--- src/rtl/data_mem_ctrl.sv ---
// data_mem_ctrl: load/store controller between the memory-stage request port and a word RAM,
// with load extension, read-modify-write sub-word stores and misalignment rejection.
module data_mem_ctrl #(
  parameter int ADDR_WIDTH = 10
) (
  input  logic                  clk,
  input  logic                  rst_n,
  input  logic                  req_valid_i,
  output logic                  req_ready_o,
  input  logic                  req_we_i,
  input  logic [2:0]            req_funct3_i,
  input  logic [31:0]           req_addr_i,
  input  logic [31:0]           req_wdata_i,
  output logic                  resp_valid_o,
  input  logic                  resp_ready_i,
  output logic [31:0]           resp_rdata_o,
  output logic                  resp_err_o,
  output logic [ADDR_WIDTH-1:0] mem_A_o,
  output logic [31:0]           mem_WD_o,
  output logic                  mem_we_o,
  input  logic [31:0]           mem_RD_i
);
  typedef enum logic [1:0] {IDLE, WRITE, RESP} state_t;
  state_t                state_q;
  logic [ADDR_WIDTH-1:0] waddr_q;
  logic [31:0]           rdata_q, wd_q;
  logic                  err_q, valid_q, we_q;
  logic [1:0]            lane;
  logic [2:0]            f3;
  logic                  size_ok, code_ok, legal;
  logic [7:0]            byte_sel;
  logic [15:0]           half_sel;
  logic [31:0]           load_val, store_val;
  logic                  unused_addr_hi;
  assign unused_addr_hi = ^req_addr_i[31:ADDR_WIDTH+2];
  always_comb begin
    lane      = req_addr_i[1:0];
    f3        = req_funct3_i;
    size_ok   = f3[1:0] == 2'b00 ? 1'b1 : f3[1:0] == 2'b01 ? ~lane[0] : f3[1:0] == 2'b10 ? lane == 2'b00 : 1'b0;
    code_ok   = req_we_i ? ~f3[2] & (f3[1:0] != 2'b11) : (f3[1:0] != 2'b11) & ~(f3[2] & f3[1]);
    legal     = size_ok & code_ok;
    byte_sel  = mem_RD_i[{lane, 3'b000} +: 8];
    half_sel  = mem_RD_i[{lane[1], 4'b0000} +: 16];
    load_val  = f3[1:0] == 2'b00 ? {{24{~f3[2] & byte_sel[7]}}, byte_sel} :
                f3[1:0] == 2'b01 ? {{16{~f3[2] & half_sel[15]}}, half_sel} : mem_RD_i;
    store_val = mem_RD_i;
    if (f3[1:0] == 2'b00)
      store_val[{lane, 3'b000} +: 8] = req_wdata_i[7:0];
    else if (f3[1:0] == 2'b01)
      store_val[{lane[1], 4'b0000} +: 16] = req_wdata_i[15:0];
    else
      store_val = req_wdata_i;
  end
  always_ff @(posedge clk or negedge rst_n) begin
    if (!rst_n) begin
      state_q <= IDLE;
      waddr_q <= '0;
      rdata_q <= '0;
      wd_q    <= '0;
      err_q   <= 1'b0;
      valid_q <= 1'b0;
      we_q    <= 1'b0;
    end else begin
      case (state_q)
        IDLE: if (req_valid_i) begin
          waddr_q <= req_addr_i[ADDR_WIDTH+1:2];
          if (!legal) begin
            state_q <= RESP;
            valid_q <= 1'b1;
            err_q   <= 1'b1;
            rdata_q <= '0;
          end else if (req_we_i) begin
            state_q <= WRITE;
            we_q    <= 1'b1;
            wd_q    <= store_val;
          end else begin
            state_q <= RESP;
            valid_q <= 1'b1;
            rdata_q <= load_val;
          end
        end
        WRITE: begin
          state_q <= RESP;
          we_q    <= 1'b0;
          valid_q <= 1'b1;
          rdata_q <= '0;
          err_q   <= 1'b0;
        end
        RESP: if (resp_ready_i) begin
          state_q <= IDLE;
          valid_q <= 1'b0;
          rdata_q <= '0;
          err_q   <= 1'b0;
        end
        default: state_q <= IDLE;
      endcase
    end
  end
  // The RAM address follows the request port while idle so mem_RD is ready at the accept edge.
  assign mem_A_o      = state_q == WRITE ? waddr_q : req_addr_i[ADDR_WIDTH+1:2];
  assign mem_WD_o     = wd_q;
  assign mem_we_o     = we_q;
  assign req_ready_o  = state_q == IDLE;
  assign resp_valid_o = valid_q;
  assign resp_rdata_o = rdata_q;
  assign resp_err_o   = err_q;
endmodule

--- config.mk ---
export PLATFORM = sky130hd
export DESIGN_NAME = data_mem_ctrl
export DESIGN_NICKNAME = d
export VERILOG_FILES = /design/src/rtl/data_mem_ctrl.sv
export SDC_FILE = /design/constraint.sdc
export NUM_CORES = 1
export LEC_CHECK = 0
export ABC_AREA = 1
export CAP_MARGIN = 20
export CORE_MARGIN = 5
export CORE_UTILIZATION = 45
export DETAILED_ROUTE_END_ITERATION = 12
export PLACE_DENSITY = 0.79
export SKIP_CTS_REPAIR_TIMING = 1
export SYNTH_ARGS = -nofsm -noshare
export SYNTH_HDL_FRONTEND = slang
export SYNTH_SLANG_ARGS = --single-unit
export TNS_END_PERCENT = 1
--- constraint.sdc ---
create_clock -name clk -period 3.9 [get_ports clk]
set_input_delay 1.17 -clock clk [delete_from_list [all_inputs] [get_ports clk]]
set_output_delay 1.17 -clock clk [all_outputs]
set_load 0.02 [all_outputs]
# == Word-level counts from Yosys, hierarchy flattened ==
# Index checks and enable logic that the tools add are counted.
# word_totals
register_bits,79
in_bits,104
# classes
n_reduce_logical,11
shift,6
mux,33
add_sub_neg,2
bitwise_logic,9
eq_ne,11
# op_table
operator,count
$mux 32,8
$pmux 32 s3,1
$bwmux 32,2
$shift 16x7->32 const A,1
$shift 8x7->32 const A,1
$shiftx 16x7->32,1
$shiftx 32x6->16,1
$shiftx 32x6->8,1
$shiftx 8x7->32,1
$reduce_and 4->1,4
$neg 5->7,2
$mux 1,13
$mux 10,1
$mux 2,4
$ne 2x2->1 const B,4
$and 1x1->1,6
$logic_not 2->1,3
$pmux 1 s3,2
$pmux 2 s3,1
$eq 2x1->1 const B,2
$eq 2x2->1 const B,2
$ne 2x1->1 const B,2
$reduce_and 2->1,2
$ne 3x3->1 const B,1
other kinds (4),6

# == Logic depth before layout (Yosys ltp) ==
# depth
word_depth,8
depth_mapped,15
depth_no_buf,11

# == Worst setup path after synthesis ==
# OpenSTA, ideal clock, no wires.
# synth_path
path_kind,input port to flip-flop
startpoint,input port req_addr_i[1]
endpoint,"register wd_q[15], in the netlist mem_WD_o[15]"
n_path_buf,4
arrival_ns,2.826
required_time_ns,3.783
path_stages,15
setup_time_ns,0.117
setup_slack_ns,0.957
cell_sequence,buf_2 -> inv_2 -> clkbuf_1 -> ha_1 -> buf_4 -> inv_2 -> nand2_1 -> nand2_2 -> nand2_4 -> nand3b_4 -> nor2_4 -> inv_2 -> buf_2 -> nand2_1 -> nand2_1
# synth_between
elab_chain_len,6
# synth_lines
item,line_no,source
from (decl),12,"input logic [31:0] req_addr_i,"
branches (longest 6 deep; another with $neg 5->7),-,
to (signal assigned),75,wd_q <= store_val;
to (decl),26,"logic [31:0] rdata_q, wd_q;"
# Parallel ways; which one is timed is not known.
# A chain may end at the register's enable or synchronous reset.

# == Worst setup path after layout ==
# layout_path
startpoint,input port req_addr_i[10]
endpoint,output port mem_A_o[8]
# layout_between
elab_chain_len,1
# layout_lines
item,line_no,source
$mux 10,100,assign mem_A_o = state_q == WRITE ? waddr_q : req_addr_i[ADDR_WIDTH+1:2];
to (decl),18,"output logic [ADDR_WIDTH-1:0] mem_A_o,"
# No other way between the ends.

==> impl_metrics.env <==
export IMPL_grt_max_degree=80
export IMPL_top_layer_used="met4"
export IMPL_area_growth_pct=36.3
export IMPL_setup_viol=0
export IMPL_drv_cap=0
export IMPL_numPortBuffers=161
export IMPL_p_per_area_nw_per_um2=561
export IMPL_synth_edf_count=0
export IMPL_crit_fanout=2
export IMPL_peakVddDrop_mv=0.439
export IMPL_cts_tree="yes"
export IMPL_dominantRegCellSynth="dfrtp_1"
export IMPL_wl_per_cell_um=16.5
export IMPL_instances_no_fill=1096
export IMPL_syn_nets=918
export IMPL_place_congestion=0.982
export IMPL_crit_top_cell="clkdlybuf4s50_1"
export IMPL_synth_area_leader_cell="dfrtp_1"
export IMPL_cpPeakStageDelay_ps=650
export IMPL_fmax_ghz=0.273
export IMPL_cts_clk_slew_worst_paths_ps=60
export IMPL_viasPerCell=5.38
export IMPL_routed_via_count=5899
export IMPL_die_area_um2=14400
export IMPL_finClkSkew_ps=4.50
export IMPL_start_util_pct=45.7
export IMPL_seqPwrFrac_pct=31.8
export IMPL_setup_worst_path_start_class="primary input"
export IMPL_htreeDepth=3
export IMPL_clkPwrFrac_pct=22.4
export IMPL_nets=1056
export IMPL_wl_met3_um=1460
export IMPL_hold_viol=0
export IMPL_worst_pin_slew_ps=652
export IMPL_p_sw_uw=1630
export IMPL_power_leakage_uw=0.00367
export IMPL_drt_wl_total_um=18100
export IMPL_cp_top_family="buffers and inverters"
export IMPL_pwr_share_comb_pct=45.9
export IMPL_ios=182
export IMPL_crit_buf_inv=3
export IMPL_synth_distinct_cells=27
export IMPL_async_reset_ff_share_pct=100
export IMPL_internal_power_uw=2550
export IMPL_drive_above_1_share_pct=7.48
export IMPL_cts_sinks=79
export IMPL_synthCells=806
export IMPL_crit_slowest_cell="clkdlybuf4s50_1"
export IMPL_yosysSeqAreaShare_pct=36.2
export IMPL_crit_arrival_ps=2490
export IMPL_route_met2_wl_um=8060
export IMPL_diodes=0
export IMPL_synthTopCellsByArea="dfrtp_1 36%, nand2_1 19%, nand3_1 7.2%, o21ai_0 7.0%, inv_1 4.2%"
export IMPL_rsz0062_at_grt="false"
export IMPL_ant_nets=0
export IMPL_grtUsageTotal_pct=24.9
export IMPL_maxSlewViolCount=0
export IMPL_grt_antenna_before_repair=0
export IMPL_gr_total_overflow=0
export IMPL_synthMostInstantiatedCell="nand2_1"
export IMPL_die_h_um=120
export IMPL_dp_cells=1079
export IMPL_drtIter0Drc=590
export IMPL_hpwlAfterDp_um=13500
export IMPL_drtPass1Iterations=5
export IMPL_min_period_ps=3660
export IMPL_root_buffer="clkbuf_16"
export IMPL_worstSkewPairLatency_ps=340
export IMPL_synth_seq_cells=79
export IMPL_wirelength_met1_um=8070
export IMPL_path_cells="clkdlybuf4s50_1 > inv_1 > o21ai_0 > clkdlybuf4s50_1"
export IMPL_maxSlewHeadroom_pct=56.5
export IMPL_cts_buffers=9
export IMPL_rows=40
export IMPL_synth_top_area_share_pct=36.2
export IMPL_swShare_pct=39.0
export IMPL_die_w_um=120
export IMPL_grt_pass1_wl_um=28900
export IMPL_utilization_pct=62.3
export IMPL_final_setup_tns_ps=0
export IMPL_grt_pass1_vias=5611
export IMPL_post_route_period_util_pct=93.9
export IMPL_worstPathRequired_ps=2730
export IMPL_outcome="finished clean"
export IMPL_synth_common_cells="281 x nand2_1, 79 x dfrtp_1, 79 x nand3_1"
export IMPL_min_path_type="reg -> reg"
export IMPL_syn_area_um2=5470
export IMPL_ys_warn_count=0
export IMPL_core_area_um2=12000
export IMPL_criticalPathCategory="in -> out"
export IMPL_cts_buffer_depth=2
export IMPL_synth_avg_cell_area_um2=6.78
export IMPL_drc=0
export IMPL_cp_end_kind="primary output"
-- metal layers --
metal  vias to the layer above  GRT usage [%]
met4                         0           9.38
met1                      2674           35.5
met5                         -              0
li1                       2892              -
met2                       293           38.1
met3                        40           4.02
-- final cells by class --
cell class              count  area, um2
fillers                  1086       4510
flip-flops and latches     79       1980
repair buffers            177       1750
clock buffers              10        239
inverters                  70        263
well taps                 147        184
multi-input cells         607       2940
clock inverters             6       92.6
-- through the flow --
| step | cell area, um2 | total power [uW] | setup slack, ps | hold WS, ps |
|---|---|---|---|---|
| finish | 7450 | 4180 | 239 | 481 |
| global route | 7450 | 4420 | 201 | 496 |
| CTS | 7420 | 4190 | 232 | 484 |
| detailed placement | 7090 | 3240 | 230 | 465 |
| global placement | 7090 | 3220 | 288 | 464 |
| floorplan | 5470 | 2380 | 957 | 453 |
-- registers in the layout, indices dropped and copies added (netlist names) --
name / cells
resp_valid_o: 1
mem_we_o: 1
waddr_q: 10
resp_err_o: 1
state_q: 2
resp_rdata_o: 32
mem_WD_o: 32
-- cell families after synthesis --
group           after synthesis  share of synthesized area [%]
fa+ha+maj                     8                           1.83
compound gates              159                           18.0
simple gates                440                           34.1
buf+inv                     120                           9.96
flops                        79                           36.2
-- power by group through the flow --
stage	clock network (uW)	registers (uW)	logic (uW)
after floorplan	0	1640	737
after global placement	0	1330	1890
after detailed placement	0	1330	1910
after CTS	940	1330	1920
after global routing	976	1370	2080
final	934	1330	1920
-- path summary, 6_finish.rpt --
kind | endpoint | cells after the start | slack [ps] | startpoint
worst max register to register | resp_rdata_o[0] | 9 | 1770 | state_q[0]
worst max-delay path | mem_A_o[8] | 4 | 240 | req_addr_i[10]
worst min register to register | resp_rdata_o[26] | 2 | 480 | resp_rdata_o[26]
min in group asynchronous | mem_WD_o[18] | 1 | 780 | rst_n
worst min-delay path | resp_rdata_o[26] | 2 | 480 | resp_rdata_o[26]
max in group asynchronous | resp_rdata_o[28] | 2 | 2520 | rst_n
-- tightest hold or removal path, delay by kind of cell, from the launching register on --
| kind | cells | cell delay [ps] |
|---|---|---|
| flops | 1 | 340 |
| simple gates | 2 | 100 |
-- cells in the final DEF, fill, tap and decap left out, types with 7 or more instances in the layout --
master / n
a21oi_1: 38
buf_4: 16
clkbuf_16: 9
clkdlybuf4s50_1: 160
dfrtp_1: 79
ha_1: 8
inv_1: 61
inv_2: 9
nand2_1: 281
nand3_1: 79
nor2_1: 61
nor3_1: 9
o211ai_2: 17
o21ai_0: 76
o21ai_1: 9
o221ai_1: 8
o22ai_1: 7
Power figures use the tool's default switching activity.
